--- src/rtl/boot_loader_pkg.sv ---
// boot_loader_pkg: shared FSM states, sync byte, error codes and FIFO entry type for the boot loader.
package boot_loader_pkg;
  typedef enum logic [3:0] {
    S_IDLE, S_ADDR0, S_ADDR1, S_LEN0, S_LEN1, S_DATA, S_CSUM, S_DRAIN, S_BOOT, S_ERROR
  } state_e;
  localparam logic [7:0] SYNC_BYTE = 8'hA5;
  localparam logic [1:0] ERR_NONE = 2'd0;
  localparam logic [1:0] ERR_CSUM = 2'd1;
  localparam logic [1:0] ERR_OVF  = 2'd2;
  localparam logic [1:0] ERR_LEN  = 2'd3;
  // Address field is sized for the widest supported ICCM; the top truncates to AddrW.
  typedef struct packed {
    logic [15:0] addr;
    logic [31:0] data;
  } entry_t;
endpackage

--- src/rtl/boot_word_fifo.sv ---
// boot_word_fifo: synchronous FIFO of {addr, data} entries with a combinational head view.
module boot_word_fifo
  import boot_loader_pkg::*;
#(
  parameter int Depth = 4
) (
  input  logic   clk_i,
  input  logic   rst_ni,
  input  logic   push_i,
  input  entry_t din_i,
  input  logic   pop_i,
  output logic   full_o,
  output logic   empty_o,
  output entry_t head_o
);
  localparam int PW = $clog2(Depth);
  logic [PW:0] wr_q, wr_d, rd_q, rd_d;
  logic        wr_en;
  entry_t      mem_q [Depth];
  assign empty_o = wr_q == rd_q;
  assign full_o  = (wr_q ^ rd_q) == {1'b1, {PW{1'b0}}};
  assign head_o  = mem_q[rd_q[PW-1:0]];
  always_comb begin
    wr_en = push_i && (!full_o || pop_i);
    wr_d  = wr_q + (PW+1)'(wr_en);
    rd_d  = rd_q + (PW+1)'(pop_i && !empty_o);
  end
  always_ff @(posedge clk_i or negedge rst_ni) begin
    if (!rst_ni) begin
      wr_q <= '0;
      rd_q <= '0;
    end else begin
      wr_q <= wr_d;
      rd_q <= rd_d;
    end
  end
  always_ff @(posedge clk_i) begin
    if (wr_en) mem_q[wr_q[PW-1:0]] <= din_i;
  end
endmodule

--- src/rtl/boot_frame_loader.sv ---
// boot_frame_loader: parses checksummed load frames, queues words for ICCM and releases core reset on a boot frame.
// Optional inter-byte timeout enabled by defining BOOT_LOADER_TIMEOUT_EN.
module boot_frame_loader
  import boot_loader_pkg::*;
#(
  parameter int AddrW         = 12,
  parameter int FifoDepth     = 4,
  parameter int TimeoutCycles = 65535
) (
  input  logic             clk_i,
  input  logic             rst_ni,
  input  logic             rx_dv_i,
  input  logic [7:0]       rx_byte_i,
  output logic             we_o,
  output logic [AddrW-1:0] addr_o,
  output logic [31:0]      wdata_o,
  input  logic             gnt_i,
  output logic             core_rst_no,
  output logic             done_o,
  output logic             err_o,
  output logic [1:0]       err_code_o
);
  state_e           state_q, state_d;
  logic [AddrW-1:0] addr_q, addr_d;
  logic [15:0]      len_q, len_d, word_cnt_q, word_cnt_d, word_cnt_nxt;
  logic [1:0]       byte_cnt_q, byte_cnt_d;
  logic [31:0]      word_q, word_d;
  logic [7:0]       csum_q, csum_d;
  logic             err_q, err_d;
  logic [1:0]       err_code_q, err_code_d;
  logic             push, pop, full, empty;
  logic [16:0]      len_full;
  entry_t           head, push_entry;
`ifdef BOOT_LOADER_TIMEOUT_EN
  logic [31:0]      tmo_q, tmo_d;
`endif
  boot_word_fifo #(.Depth(FifoDepth)) u_fifo (
    .clk_i   (clk_i),
    .rst_ni  (rst_ni),
    .push_i  (push),
    .din_i   (push_entry),
    .pop_i   (pop),
    .full_o  (full),
    .empty_o (empty),
    .head_o  (head)
  );
  assign pop          = !empty && gnt_i;
  assign we_o         = !empty;
  assign addr_o       = empty ? '0 : head.addr[AddrW-1:0];
  assign wdata_o      = empty ? '0 : head.data;
  assign done_o       = state_q == S_BOOT;
  assign core_rst_no  = state_q == S_BOOT;
  assign err_o        = err_q;
  assign err_code_o   = err_code_q;
  assign len_full     = {1'b0, rx_byte_i, len_q[7:0]};
  assign word_cnt_nxt = word_cnt_q + 16'd1;
  always_comb begin
    state_d    = state_q;
    addr_d     = addr_q;
    len_d      = len_q;
    word_cnt_d = word_cnt_q;
    byte_cnt_d = byte_cnt_q;
    word_d     = word_q;
    csum_d     = csum_q;
    err_d      = err_q;
    err_code_d = err_code_q;
    push       = 1'b0;
    push_entry = '{addr: 16'(addr_q), data: {rx_byte_i, word_q[31:8]}};
    if (rx_dv_i) begin
      csum_d = csum_q + rx_byte_i;
      case (state_q)
        S_IDLE, S_ERROR: if (rx_byte_i == SYNC_BYTE) begin
          state_d    = S_ADDR0;
          csum_d     = '0;
          err_d      = 1'b0;
          err_code_d = ERR_NONE;
        end
        S_ADDR0: begin
          addr_d  = AddrW'(rx_byte_i);
          state_d = S_ADDR1;
        end
        S_ADDR1: begin
          addr_d  = AddrW'({rx_byte_i, addr_q[7:0]});
          state_d = S_LEN0;
        end
        S_LEN0: begin
          len_d   = {8'h00, rx_byte_i};
          state_d = S_LEN1;
        end
        S_LEN1: begin
          len_d      = len_full[15:0];
          byte_cnt_d = '0;
          word_cnt_d = '0;
          state_d    = len_full > (17'd1 << AddrW) ? S_ERROR : len_full == '0 ? S_CSUM : S_DATA;
          err_d      = len_full > (17'd1 << AddrW);
          err_code_d = len_full > (17'd1 << AddrW) ? ERR_LEN : err_code_q;
        end
        S_DATA: begin
          byte_cnt_d = byte_cnt_q + 2'd1;
          word_d     = {rx_byte_i, word_q[31:8]};
          if (byte_cnt_q == 2'd3) begin
            if (full && !pop) begin
              state_d    = S_ERROR;
              err_d      = 1'b1;
              err_code_d = ERR_OVF;
            end else begin
              push       = 1'b1;
              addr_d     = addr_q + AddrW'(1);
              word_cnt_d = word_cnt_nxt;
              state_d    = word_cnt_nxt == len_q ? S_CSUM : S_DATA;
            end
          end
        end
        S_CSUM: begin
          state_d    = rx_byte_i != csum_q ? S_ERROR : len_q == '0 ? S_DRAIN : S_IDLE;
          err_d      = rx_byte_i != csum_q;
          err_code_d = rx_byte_i != csum_q ? ERR_CSUM : err_code_q;
        end
        default: ;
      endcase
    end
    if (state_q == S_DRAIN && empty) state_d = S_BOOT;
`ifdef BOOT_LOADER_TIMEOUT_EN
    tmo_d = '0;
    if (!rx_dv_i && state_q inside {S_ADDR0, S_ADDR1, S_LEN0, S_LEN1, S_DATA, S_CSUM}) begin
      tmo_d = tmo_q + 32'd1;
      if (tmo_d >= 32'(TimeoutCycles)) begin
        tmo_d      = '0;
        state_d    = S_ERROR;
        err_d      = 1'b1;
        err_code_d = ERR_LEN;
      end
    end
`endif
  end
  always_ff @(posedge clk_i or negedge rst_ni) begin
    if (!rst_ni) begin
      state_q    <= S_IDLE;
      addr_q     <= '0;
      len_q      <= '0;
      word_cnt_q <= '0;
      byte_cnt_q <= '0;
      word_q     <= '0;
      csum_q     <= '0;
      err_q      <= 1'b0;
      err_code_q <= ERR_NONE;
    end else begin
      state_q    <= state_d;
      addr_q     <= addr_d;
      len_q      <= len_d;
      word_cnt_q <= word_cnt_d;
      byte_cnt_q <= byte_cnt_d;
      word_q     <= word_d;
      csum_q     <= csum_d;
      err_q      <= err_d;
      err_code_q <= err_code_d;
    end
  end
`ifdef BOOT_LOADER_TIMEOUT_EN
  always_ff @(posedge clk_i or negedge rst_ni) begin
    if (!rst_ni) tmo_q <= '0;
    else         tmo_q <= tmo_d;
  end
`endif
endmodule

--- config.mk ---
export PLATFORM = sky130hd
export DESIGN_NAME = boot_frame_loader
export DESIGN_NICKNAME = d
export VERILOG_FILES = /design/src/rtl/boot_loader_pkg.sv /design/src/rtl/boot_word_fifo.sv /design/src/rtl/boot_frame_loader.sv
export SDC_FILE = /design/constraint.sdc
export NUM_CORES = 1
export LEC_CHECK = 0
export BUFFER_PORTS_ARGS = -buffer_cell sky130_fd_sc_hd__buf_2
export CAP_MARGIN = 20
export CORE_MARGIN = 3
export CORE_UTILIZATION = 45
export DETAILED_ROUTE_END_ITERATION = 8
export GPL_ROUTABILITY_DRIVEN = 0
export GPL_TIMING_DRIVEN = 0
export PLACE_DENSITY = 0.68
export REMOVE_ABC_BUFFERS = 1
export SKIP_CTS_REPAIR_TIMING = 1
export SLEW_MARGIN = 15
export SYNTH_ARGS = -nofsm -noshare
export SYNTH_HDL_FRONTEND = slang
export SYNTH_SLANG_ARGS = --single-unit
--- constraint.sdc ---
create_clock -name clk_i -period 4.7 [get_ports clk_i]
set_input_delay 0.235 -clock clk_i [delete_from_list [all_inputs] [get_ports clk_i]]
set_output_delay 0.235 -clock clk_i [all_outputs]
set_load 0.02 [all_outputs]
==> run summary <==
After layout, the worst path uses 86.0% of the clock period. The hold path depth was 1; the mean post-synth cell area was 14.5 sq um. The number of antenna violations at the first check in global routing was 0; the cell count of the worst reg-to-reg path was 8.

The timing-limited maximum frequency was 247 MHz; the average via count per standard cell was 5.73. The cell area after synthesis is 11700 sq um, and the total count of hold-check failures in the final report is 0. Clock latency on the worst-skew pair: 0.53 ns. The tools report the wire length of the first global-routing pass as 39000 microns. The tools report the final antenna diode count as 0. Cells with a size suffix above 1 make up 23.4% of the layout. The largest area contributor in the synthesized netlist is sky130_fd_sc_hd__edfxtp_1. For the clock sink total, the log shows 267. Before CTS, the worst setup slack after placement is 0.627 ns.

At the pin with the least slew margin, the transition time is 0.950 ns. The register area share after synthesis came out at 64.4%. After global routing the overflow that remains totals 0.

The starting density of the core was 46.2%. The area of all placed cells without fillers is 13600 sq um. For this run, the number of Yosys warnings is 0.

The cell sitting at the root of the clock tree is a sky130_fd_sc_hd__clkbuf_16. The pin count of the biggest net entering global routing was 65. Across all hold checks on the routed design, the worst slack comes to 0.115 ns. The reported max-cap violation count was 0.

For the worst slew margin relative to its limit, the log shows 36.5%. Cell with the largest stage delay on the worst path: sky130_fd_sc_hd__nand3_1. Setup repair after global routing left no endpoint under its margin. The tools report the detailed placement HPWL as 15000 microns. Setup violations remaining at the end of the flow were counted as 0. Clock-pin slew was measured on the worst setup and hold paths at 0.06 ns. The cell family contributing the most delay on the critical path was simple AND/OR/NAND/NOR gates. The arrival time at the worst endpoint was 4.26 ns. The critical path contains buffers and inverters numbering 3 combined. Number of buffers inserted during clock tree synthesis: 28. Measured along the x axis, the die boundary spans 168 microns. The synthesized design contains 267 register bits. The core region is 25400 sq um. The peak supply drop is 0.000405 V, and the die span in y is 168 microns.

Yosys mapped a number of flops with a built-in enable equal to 176. Across all setup checks in the final design, the least slack found is 0.656 ns. For the number of levels the H-tree was split into, the log shows 1. The run gives 3 as the maximum number of buffers from clock root to sink.

The power density over the cells works out to 581 nW/um^2. The count of nets left with antenna violations once routing finished came out at 0. The worst hold path belongs to the class in -> reg. For this design the static power due to leakage is 0.00525 uW. For the fill cell instance count of the final layout, the log shows 2118. TritonCTS built the clock tree.

The area enclosed by the die boundary is 28100 sq um, and the detailed-routing iteration count for the pre-antenna-repair pass is 5. Global routing used 17.0% of the available tracks across all layers. Overall via count from detail_route: 7078. The kind of critical path was reg -> reg.

The via count of the first global-routing pass was 7243; the synthesized instance count was 812. The minimum clock period was 4.04 ns; the maximum fanout count along the critical path was 21. The routed wire length came out at 23700 microns. In the final layout, the multi-input gates occupy 3950 sq um.

The tools report the worst clock skew as 0.0253 ns. The signal on the critical path passes through xnor2_1, a41oi_1, nand3_1, inv_1, nand2_1, nor2_4, buf_12, buf_16. For this run, the leading register cell type out of synthesis is sky130_fd_sc_hd__edfxtp_1. Delay of the slowest cell on the worst path: 0.76 ns. The critical path runs through a total of 8 cells. Yosys attributes the largest share of cell area to sky130_fd_sc_hd__edfxtp_1, sky130_fd_sc_hd__dfrtp_1, sky130_fd_sc_hd__mux4_2. The run finished with clean final reports. Dividing the detail-routed wire length by the instance count gives 19.2 microns.

The total of buffers placed on input and output ports came out at 61. During I/O placement, the number of pins put on the boundary was 62. Data on the critical path is required at its endpoint by 4.92 ns. The placed instance area is 12600 sq um. For this run, design rule violations remaining after detail routing come to 0.

In this run, distinct cell masters in the synthesized netlist total 61. The number of max-slew violations in the final report is 0. The number of standard-cell rows in the floorplan was 58; the layout overhead on the synthesized area was 15.5%.

The number of design-rule violations left by the first detailed-router iteration was 540; the fraction of registers with async set or reset after synthesis was 34.1%. After the last flow step, the layout net total stands at 911. The type of destination of the critical path is a flip-flop. In the final layout, flip-flops and latches occupy 7570 sq um. The worst setup path is launched from a flip-flop.

The fraction of synthesized cell area taken by the top area cell type came out at 45.0%.
==> state kept, by name, indices dropped and copies added, names as in the netlist, 3 cells and up <==
name and flops:
word_cnt_q 16, len_q 16, u_fifo.mem_q 176, addr_q 12, state_q 4, u_fifo.rd_q 3
word_q 24, csum_q 8, u_fifo.wr_q 3
==> through the flow <==
stage / TNS [ns] / power (uW) / std cells / util [%]
final: 0 / 7890 / 1236 / 53.4
after global placement: -836.03 / 5620 / 1165 / 48.4
after CTS: 0 / 7970 / 1235 / 53.4
after global routing: 0 / 8330 / 1236 / 53.4
after floorplan: -234.57 / 4940 / 774 / -
after detailed placement: 0 / 5700 / 1183 / 49.6
==> power breakdown <==
| group | leakage (uW) | switching (uW) | internal, uW |
|---|---|---|---|
| Combinational | 0.00189 | 1230 | 1070 |
| Clock | 0.000472 | 862 | 1390 |
| Sequential | 0.00289 | 442 | 2900 |
| Total | 0.00525 | 2530 | 5360 |
==> cells in the final DEF (no fill, tap or decap), types with 4 or more instances in the layout <==
cell / instances
sky130_fd_sc_hd__a31oi_1: 4
sky130_fd_sc_hd__a21oi_1: 32
sky130_fd_sc_hd__clkinv_2: 4
sky130_fd_sc_hd__nor3_1: 15
sky130_fd_sc_hd__clkinv_1: 5
sky130_fd_sc_hd__nand2_1: 38
sky130_fd_sc_hd__nand3_1: 16
sky130_fd_sc_hd__bufinv_16: 4
sky130_fd_sc_hd__edfxtp_1: 176
sky130_fd_sc_hd__nor3b_1: 5
sky130_fd_sc_hd__nor2b_1: 51
sky130_fd_sc_hd__o22ai_1: 11
sky130_fd_sc_hd__clkbuf_1: 6
sky130_fd_sc_hd__a21o_1: 8
sky130_fd_sc_hd__buf_6: 10
sky130_fd_sc_hd__o31ai_1: 8
sky130_fd_sc_hd__ha_1: 14
sky130_fd_sc_hd__dfrtp_1: 89
sky130_fd_sc_hd__xnor2_1: 18
sky130_fd_sc_hd__mux4_2: 44
sky130_fd_sc_hd__inv_1: 23
sky130_fd_sc_hd__o22a_1: 4
sky130_fd_sc_hd__or3_1: 6
sky130_fd_sc_hd__xor2_1: 14
sky130_fd_sc_hd__clkbuf_16: 29
sky130_fd_sc_hd__and3_1: 4
sky130_fd_sc_hd__nor2_1: 37
sky130_fd_sc_hd__buf_2: 60
sky130_fd_sc_hd__mux2_2: 32
sky130_fd_sc_hd__a22o_1: 9
sky130_fd_sc_hd__nand4_1: 8
sky130_fd_sc_hd__o21ai_0: 42
sky130_fd_sc_hd__nand2b_1: 6
sky130_fd_sc_hd__o21ai_1: 4
sky130_fd_sc_hd__nor4_1: 8
sky130_fd_sc_hd__o41ai_1: 4
==> cell families after synthesis <==
kind of cell               after synthesis  synth area share [%]
and+or+nand+nor                        215                  9.97
adders and majority gates               15                  1.66
AOI/OAI and AO/OA                      146                  7.91
xor gates and xnor gates                32                  2.39
buffers and inverters                   61                  2.15
muxes                                   76                  11.5
DFF                                    267                  64.4
==> synth_stat cells (9+ instances only) <==
cell type                    n
sky130_fd_sc_hd__a21oi_1    32
sky130_fd_sc_hd__a22o_1      9
sky130_fd_sc_hd__buf_2      14
sky130_fd_sc_hd__clkbuf_1   20
sky130_fd_sc_hd__dfrtp_1    91
sky130_fd_sc_hd__edfxtp_1  176
sky130_fd_sc_hd__ha_1       14
sky130_fd_sc_hd__inv_1      23
sky130_fd_sc_hd__mux2_2     32
sky130_fd_sc_hd__mux4_2     44
sky130_fd_sc_hd__nand2_1    39
sky130_fd_sc_hd__nand3_1    16
sky130_fd_sc_hd__nor2_1     38
sky130_fd_sc_hd__nor2b_1    51
sky130_fd_sc_hd__nor3_1     16
sky130_fd_sc_hd__o21ai_0    42
sky130_fd_sc_hd__o22ai_1    11
sky130_fd_sc_hd__xnor2_1    18
sky130_fd_sc_hd__xor2_1     14
==> cell type report <==
class / instances / share of cell area (%)
clock buffers: 38 / 5.82
clock inverters: 14 / 1.25
inverters: 23 / 0.636
multi-input cells: 484 / 29.1
flip-flops and latches: 267 / 55.8
well taps: 330 / 3.04
repair buffers: 80 / 4.33
==> worst reg2reg max path, cell delays in order, from the launching register on <==
cell	delay, ns
sky130_fd_sc_hd__dfrtp_2	0.71
sky130_fd_sc_hd__xnor2_1	0.21
sky130_fd_sc_hd__a41oi_1	0.41
sky130_fd_sc_hd__nand3_1	0.76
sky130_fd_sc_hd__inv_1	0.72
sky130_fd_sc_hd__nand2_1	0.19
sky130_fd_sc_hd__nor2_4	0.29
sky130_fd_sc_hd__buf_12	0.24
sky130_fd_sc_hd__buf_16	0.20
==> worst paths after layout <==
path                                start                  end  slack [ns]
min in group asynchronous          rst_ni            csum_q[5]        0.13
max in group asynchronous          rst_ni           word_q[22]        3.91
hold / removal               rx_byte_i[5]  u_fifo.mem_q[1][29]        0.12
hold reg to reg                     err_o                err_o        0.48
setup reg to reg           u_fifo.rd_q[1]   u_fifo.mem_q[1][2]        0.66
setup / recovery           u_fifo.rd_q[1]   u_fifo.mem_q[1][2]        0.66
==> metal layers <==
metal / track usage [%] / wire [microns] / vias to the layer above
met4: 4.20 / 491 / 0
li1: - / - / 3260
met5: 0 / 0 / -
met2: 28.8 / 11700 / 189
met3: 2.57 / 1150 / 39
met1: 23.5 / 10400 / 3590
Note: power is estimated with default switching activity, not from simulation.
